`config.mk`:
```
export PLATFORM = sky130hd
export DESIGN_NAME = vram_arbiter
export DESIGN_NICKNAME = d
export VERILOG_FILES = /design/src/rtl/vram_arbiter.sv
export SDC_FILE = /design/constraint.sdc
export NUM_CORES = 1
export LEC_CHECK = 0
export CAP_MARGIN = 20
export CORE_ASPECT_RATIO = 1.5
export CORE_MARGIN = 8
export CORE_UTILIZATION = 52
export CTS_CLUSTER_DIAMETER = 150
export CTS_CLUSTER_SIZE = 10
export DETAILED_ROUTE_END_ITERATION = 7
export PLACE_DENSITY = 0.89
export SLEW_MARGIN = 20
export SYNTH_ARGS = -nofsm -noshare
export SYNTH_HDL_FRONTEND = slang
export SYNTH_SLANG_ARGS = --single-unit
```
`constraint.sdc`:
```
create_clock -name clk -period 3.7 [get_ports clk]
set_input_delay 0.74 -clock clk [delete_from_list [all_inputs] [get_ports clk]]
set_output_delay 0.74 -clock clk [all_outputs]
set_load 0.01 [all_outputs]
```
`src/rtl/vram_arbiter.sv`:
```
// Framebuffer RAM arbiter: scanout has priority, CPU writes are buffered in a FIFO, CPU reads are single-outstanding.
// Optional stall statistics counter is enabled with `define VRAM_ARB_STATS_EN.
module vram_arbiter #(
    parameter int ADDR_W     = 20,
    parameter int DATA_W     = 8,
    parameter int FIFO_DEPTH = 4
) (
    input  logic              clk,
    input  logic              rst,
    input  logic              vga_en,
    input  logic [ADDR_W-1:0] vga_addr,
    output logic [DATA_W-1:0] vga_data,
    input  logic              cpu_req,
    input  logic              cpu_we,
    input  logic [ADDR_W-1:0] cpu_addr,
    input  logic [DATA_W-1:0] cpu_wdata,
    output logic              cpu_ready,
    output logic              cpu_rvalid,
    output logic [DATA_W-1:0] cpu_rdata,
    output logic [ADDR_W-1:0] mem_addr,
    output logic              mem_we,
    output logic [DATA_W-1:0] mem_wdata,
    input  logic [DATA_W-1:0] mem_rdata
`ifdef VRAM_ARB_STATS_EN
    ,
    input  logic              stall_clr,
    output logic [15:0]       stall_cnt
`endif
);

    localparam int IDX_W = $clog2(FIFO_DEPTH);
    localparam int PTR_W = IDX_W + 1;

    typedef enum logic [1:0] {IDLE, RD_PEND, RD_DATA} state_t;
    typedef enum logic [1:0] {G_NONE, G_VGA, G_WR, G_RD} grant_t;

    state_t              r_state;
    state_t              w_nextState;
    grant_t              w_grant;
    logic [PTR_W-1:0]    r_wrPtr;
    logic [PTR_W-1:0]    r_rdPtr;
    logic [ADDR_W-1:0]   r_fifoAddr [FIFO_DEPTH];
    logic [DATA_W-1:0]   r_fifoData [FIFO_DEPTH];
    logic [ADDR_W-1:0]   r_rdAddr;
    logic                r_vgaPipe;
    logic [DATA_W-1:0]   r_vgaData;
    logic [DATA_W-1:0]   r_rdata;
    logic                r_rvalid;
    logic                w_empty;
    logic                w_full;
    logic                w_push;
    logic                w_pop;
    logic                w_rdAccept;
    logic [IDX_W-1:0]    w_wrIdx;
    logic [IDX_W-1:0]    w_rdIdx;

    assign w_wrIdx    = r_wrPtr[IDX_W-1:0];
    assign w_rdIdx    = r_rdPtr[IDX_W-1:0];
    assign w_empty    = (r_wrPtr == r_rdPtr);
    assign w_full     = (r_wrPtr[PTR_W-1] != r_rdPtr[PTR_W-1]) && (w_wrIdx == w_rdIdx);
    // Ready depends only on registered state, so a pop never frees a slot in the same cycle.
    assign cpu_ready  = !rst && (r_state == IDLE) && !w_full;
    assign w_push     = cpu_req && cpu_we && cpu_ready;
    assign w_rdAccept = cpu_req && !cpu_we && cpu_ready;
    assign w_pop      = (w_grant == G_WR);

    assign vga_data   = r_vgaData;
    assign cpu_rdata  = r_rdata;
    assign cpu_rvalid = r_rvalid;

    // A read only issues once the FIFO has drained, keeping reads behind earlier writes.
    always_comb begin
        w_grant   = G_NONE;
        mem_addr  = vga_addr;
        mem_we    = 1'b0;
        mem_wdata = r_fifoData[w_rdIdx];
        if (vga_en) begin
            w_grant = G_VGA;
        end else if (!w_empty) begin
            w_grant  = G_WR;
            mem_addr = r_fifoAddr[w_rdIdx];
            mem_we   = 1'b1;
        end else if (r_state == RD_PEND) begin
            w_grant  = G_RD;
            mem_addr = r_rdAddr;
        end
    end

    always_comb begin
        w_nextState = r_state;
        case (r_state)
            IDLE:    if (w_rdAccept) w_nextState = RD_PEND;
            RD_PEND: if (w_grant == G_RD) w_nextState = RD_DATA;
            RD_DATA: w_nextState = IDLE;
            default: w_nextState = IDLE;
        endcase
    end

    always_ff @(posedge clk or posedge rst) begin
        if (rst) begin
            r_state  <= IDLE;
            r_wrPtr  <= '0;
            r_rdPtr  <= '0;
            r_rdAddr <= '0;
        end else begin
            r_state <= w_nextState;
            if (w_push) r_wrPtr <= r_wrPtr + PTR_W'(1);
            if (w_pop)  r_rdPtr <= r_rdPtr + PTR_W'(1);
            if (w_rdAccept) r_rdAddr <= cpu_addr;
        end
    end

    always_ff @(posedge clk) begin
        if (w_push) begin
            r_fifoAddr[w_wrIdx] <= cpu_addr;
            r_fifoData[w_wrIdx] <= cpu_wdata;
        end
    end

    // RAM data arrives one cycle after the address, so the pixel lands two cycles after the grant.
    always_ff @(posedge clk or posedge rst) begin
        if (rst) begin
            r_vgaPipe <= 1'b0;
            r_vgaData <= '0;
            r_rdata   <= '0;
            r_rvalid  <= 1'b0;
        end else begin
            r_vgaPipe <= (w_grant == G_VGA);
            r_vgaData <= r_vgaPipe ? mem_rdata : '0;
            r_rvalid  <= (r_state == RD_DATA);
            if (r_state == RD_DATA) r_rdata <= mem_rdata;
        end
    end

`ifdef VRAM_ARB_STATS_EN
    logic [15:0] r_stallCnt;
    assign stall_cnt = r_stallCnt;

    always_ff @(posedge clk or posedge rst) begin
        if (rst) begin
            r_stallCnt <= '0;
        end else if (stall_clr) begin
            r_stallCnt <= '0;
        end else if ((!w_empty || r_state == RD_PEND) && vga_en && r_stallCnt != 16'hFFFF) begin
            r_stallCnt <= r_stallCnt + 16'd1;
        end
    end
`endif

endmodule

```
## Word-level counts from Yosys, hierarchy flattened

Memories as Yosys holds them, arrays and structs flattened.
Index checks and enable logic that the tools add are counted.

| operators by class | value |
|---|---|
| add/subtract/negate cells | 2 |
| multiply operators | 0 |
| div/mod/pow operators | 0 |
| $lt $le $gt $ge | 0 |
| equality and inequality tests | 10 |
| shift-type cells | 0 |
| muxes and demuxes | 14 |
| bitwise logic cells | 0 |
| reduce and logical (&&, ||, !) cells | 12 |

Operators with widths:

| kind | count |
|---|---|
| 2-to-1 mux 20 bit | 3 |
| 2-to-1 mux 2 bit | 5 |
| 2-to-1 mux 8 bit | 1 |
| logical AND 1 bit | 7 |
| adder 3 x 1 -> 3 bit (second input constant) | 2 |
| equality test 2 bit (second input constant) | 3 |
| equality test 2 x 1 -> 1 bit (second input constant) | 2 |
| 2-to-1 mux 1 bit | 4 |
| case mux 2 bit (2 select lines) | 1 |
| equality test 3 bit | 1 |
| logical NOT 1 bit | 3 |
| equality test 2 bit | 1 |
| logical NOT 2 bit | 1 |
| != test 2 x 1 -> 1 bit (second input constant) | 1 |
| != test 2 bit (second input constant) | 1 |
| AND reduction 2 bit | 1 |
| != test 1 bit | 1 |

| word-level totals | value |
|---|---|
| register bits after elaboration | 46 |
| latch bits | 0 |
| bits in writable memories | 112 |
| ROM bits | 0 |
| input bits | 61 |
| output and inout bits | 47 |
| memories kept | 2 |

Memories:

| memory | depth | width | rd ports | clocked after Yosys merged registers in | wr ports | line | text |
|---|---|---|---|---|---|---|---|
| r_fifoAddr | 4 | 20 | 1 | 0 | 1 | 42 | `logic [ADDR_W-1:0] r_fifoAddr [FIFO_DEPTH];` |
| r_fifoData | 4 | 8 | 1 | 0 | 1 | 43 | `logic [DATA_W-1:0] r_fifoData [FIFO_DEPTH];` |

## Depth between registers and ports, before layout

| depth | value |
|---|---|
| depth after elaboration | 7 |
| gate-level depth with buffers | 6 |

## Least setup slack after synthesis

No wires, ideal clock.

| timing | value |
|---|---|
| path type | input-to-reg |
| from | input rst |
| to | memory r_fifoAddr[3][0] (enable) |
| library setup time | 0.389 ns |
| arrival | 2.439 ns |
| data required time | 3.311 ns |
| slack | 0.873 ns |
| stages | 3 |
| path buffers | 0 |
| cell sequence | or3_1 > a311oi_1 > and2_1 |

| between the ends | value |
|---|---|
| longest elaborated chain between the ends | 6 |

RTL lines:

| what | line | text |
|---|---|---|
| start, declared | 9 | `input logic rst,` |
| logical NOT 1 bit (no line) | - |  |
| logical AND 1 bit (2 in a row) | 62 | `assign cpu_ready = !rst && (r_state == IDLE) && !w_full;` |
| logical AND 1 bit | 63 | `assign w_push = cpu_req && cpu_we && cpu_ready;` |
| 2-to-1 mux 1 bit | 114 | `if (w_push) begin` |
| 2-to-1 mux 1 bit (implied by the code) | 115 | `r_fifoAddr[w_wrIdx] <= cpu_addr;` |
| end, declared | 42 |  |

No other way between the ends.

## Final worst setup path

| timing | value |
|---|---|
| from | register r_rdPtr[0] |
| to | output mem_addr[10] |

| between the ends | value |
|---|---|
| longest elaborated chain between the ends | 3 |
| elaborated cells between the ends (all ways) | 4 |
| classes of those cells | 1 x eq/ne; 2 x mux; 1 x memory |

RTL lines:

| what | line | text |
|---|---|---|
| start, declared | 41 | `logic [PTR_W-1:0] r_rdPtr;` |
| start signal, assigned | 108 | `if (w_pop) r_rdPtr <= r_rdPtr + PTR_W'(1);` |
| memory read (4 x 20 bit) or equality test 3 bit (tied branches) | - |  |
| 2-to-1 mux 20 bit * | 79 | `end else if (!w_empty) begin` |
| 2-to-1 mux 20 bit * | 77 | `if (vga_en) begin` |
| end, declared | 20 | `output logic [ADDR_W-1:0] mem_addr,` |

Mark *: on every way between the ends. The rest lies on a longest branch, timed or not.

==> impl_metrics.py <==
metrics = {
    "die": {
        "die_h_um": 154,
        "die_w_um": 108,
        "start_util": 0.529,
        "core_region_area_um2": 12400,
        "fp.dieArea_um2": 16500,
        "rows": 50,
        "io_pins": 108,
    },
    "placement": {
        "portBuffers": 107,
        "placed_cell_area_um2": 7870,
        "hpwl_um": 10700,
        "place_congestion": 0.749,
    },
    "routing": {
        "drc": 0,
        "drt_iter0_markers": 327,
        "post_drt_wl_per_cell_um": 23.3,
        "vias_per_cell": 6.08,
        "vias": 4130,
        "drt.antenna.violating_nets": 0,
        "drt_first_pass_iters": 5,
        "finalWirelength_um": 15800,
    },
    "grt": {
        "grt_overflow": 0,
        "met3_usage": 0.0569,
        "antenna_found_initial": 0,
        "grt_max_degree": 66,
        "grt_pass1_vias": 4579,
        "track_usage": 0.200,
        "gr-usage-met2": 0.344,
        "grt_pass1_wl_um": 24800,
        "met1_usage": 0.210,
        "gr-max-usage-layer": "met2",
    },
    "clocking": {
        "insertion_delay_ns": 0.42,
        "cts_root_buf": "clkbuf_16",
        "clk_path_buf_depth": 2,
        "clk_pin_slew_ns": 0.06,
        "ctsResizeCount": 0,
        "numCtsBuffers": 17,
        "cts.sinks": 158,
        "cts_hold_buffers": 0,
        "cts_setup_buffers": 0,
        "cts_tree": "done",
        "ctsHtreeMaxLevel": 4,
    },
    "sta": {
        "fin_worst_skew_ns": 0.00625,
        "max_freq_mhz": 283,
        "slew_headroom": 0.358,
        "fin_crit_sh": 0.956,
        "maxSlewViolCount": 0,
        "setup_viol": 0,
        "hold_violations": 0,
        "worst_slew_pin_slew_ns": 0.963,
        "rsz0062_at_grt": "false",
        "period_needed_ns": 3.54,
        "fin_tns_setup_ns": 0,
    },
    "critical_path": {
        "critPathArrivalTime_ns": 2.80,
        "cp-end-kind": "output pin",
        "worstPathRequired_ns": 2.96,
        "critPathLaunchType": "flop",
        "path_class": "flop to output pin",
        "crit_fanout": 11,
    },
    "cells_and_area": {
        "layout.nets": 576,
        "mostFrequentLayoutCells": "edfxtp_1 (112), clkdlybuf4s50_1 (106), dfrtp_1 (45), nand3b_1 (40), nand4_1 (40)",
        "synthToLayoutAreaGrowth_pct": 29.2,
        "drive_gt1_frac": 0.185,
        "final_util": 0.684,
        "final_common_cell": "edfxtp_1",
        "antenna_cells": 0,
        "fin_area_um2": 8470,
    },
    "yosys": {
        "synth-main-ff-cell": "edfxtp_1",
        "syn_area_per_cell_um2": 16.7,
        "yosysWarningCount": 0,
        "syn-cell-area_um2": 6560,
        "syn_inst": 392,
        "synth-async-reset-ratio": 0.291,
        "yosysSeqAreaShare": 0.689,
        "synth_nets": 458,
        "synth-edff-count": 112,
        "synth_cell_types": 29,
        "synth-seq-cells": 158,
    },
    "power": {
        "p_switching_uw": 2080,
        "pwr_density_cell_nw_per_um2": 757,
        "clkPwrFrac": 0.271,
        "ir_worst_vdd_uv": 485,
        "internal-power_uw": 4330,
        "pwr-share-seq": 0.368,
        "p_comb_frac": 0.360,
        "p_sw_frac": 0.324,
        "p_leak_uw": 0.00303,
    },
    "run_status": {
        "status": "complete, no violations",
    },
    "run": {
        "maxCapViolations": 0,
    },
    "worst_hold_path": {
        "min_path_type": "flop to flop",
    },
}
registers in the layout, indices dropped and copies added, names as in the netlist:
signal	cells
cpu_rdata	8
vga_data	8
r_rdPtr	3
r_fifoAddr	80
r_rdAddr	20
cpu_rvalid	1
r_vgaPipe	1
r_fifoData	32
r_wrPtr	3
r_state	2
final cells by class:
cell class              count  area, µm²
flip-flops and latches    158       4520
fillers                   786       3920
multi-input cells         202       1930
repair buffers            127       1220
clock buffers              18        439
well taps                 156        195
clock inverters            14        156
inverters                   4       16.3
metal layers:
layer	wire [µm]	vias to the layer above
met2	8650	225
met3	1310	45
met1	5290	2091
met5	0	-
li1	-	1769
met4	591	0
worst max-delay path, stage by stage, from the launching register on:
cell,delay [ns]
dfrtp_2,0.54
xor2_1,0.26
nor2_2,0.50
buf_4,0.26
nand4_1,0.13
nand4_1,0.12
clkdlybuf4s50_1,0.56
through the flow:
step	hold WS, ns	std cells	power [µW]	setup WS, ns
4_1_cts	0.495	679	6450	0.148
3_3_place_gp	0.474	647	4570	0.631
5_1_grt	0.515	679	6690	0.0655
3_5_place_dp	0.481	647	4670	0.497
2_1_floorplan	0.465	392	3600	0.873
6_report	0.494	679	6410	0.164
cell usage after synthesis, drive strengths merged, types with 4 or more instances:
| cell type | instances | share of area |
|---|---|---|
| nand4 | 40 | 0.038 |
| buf | 6 | 0.0046 |
| nand3b | 40 | 0.046 |
| mux4 | 28 | 0.096 |
| nand2 | 22 | 0.013 |
| dfrtp | 46 | 0.18 |
| inv | 4 | 0.0023 |
| xnor2 | 4 | 0.0053 |
| ha | 5 | 0.0095 |
| mux2 | 29 | 0.050 |
| and2 | 12 | 0.011 |
| edfxtp | 112 | 0.51 |
| clkbuf | 22 | 0.013 |
| xor2 | 6 | 0.0080 |
power groups by stage:
stage	combinational, µW	sequential, µW	clock [µW]
2_1_floorplan	1270	2340	0
3_3_place_gp	2210	2360	0
3_5_place_dp	2290	2390	0
4_1_cts	2330	2360	1760
5_1_grt	2460	2390	1840
6_report	2310	2360	1740
final timing paths:
kind	startpoint	to	slack (ns)	cells after the start
setup / recovery	r_rdPtr[0]$_DFFE_PP0N_	mem_addr[10]	0.16	6
hold / removal	r_rdAddr[15]$_DFFE_PP0P_	r_rdAddr[15]$_DFFE_PP0P_	0.49	1
setup reg to reg	r_rdPtr[0]$_DFFE_PP0N_	r_fifoData[1][1]$_DFFE_PP_	1.04	5
hold reg to reg	r_rdAddr[15]$_DFFE_PP0P_	r_rdAddr[15]$_DFFE_PP0P_	0.49	1
max in group asynchronous	rst	r_rdPtr[0]$_DFFE_PP0N_	2.27	2
min in group asynchronous	rst	r_rdAddr[13]$_DFFE_PP0P_	0.87	2
cell families (layout without fill, tap and decap cells):
kind of cell	count (synthesis)	count (layout)	synth area share
and+or+nand+nor	126	126	0.119
AOI/OAI and AO/OA	4	4	0.00363
muxes	57	57	0.146
xor gates and xnor gates	10	10	0.0134
buffers and inverters	32	163	0.0197
DFF	158	158	0.689
adders and majority gates	5	5	0.00954
(Power assumes the default switching activity.)
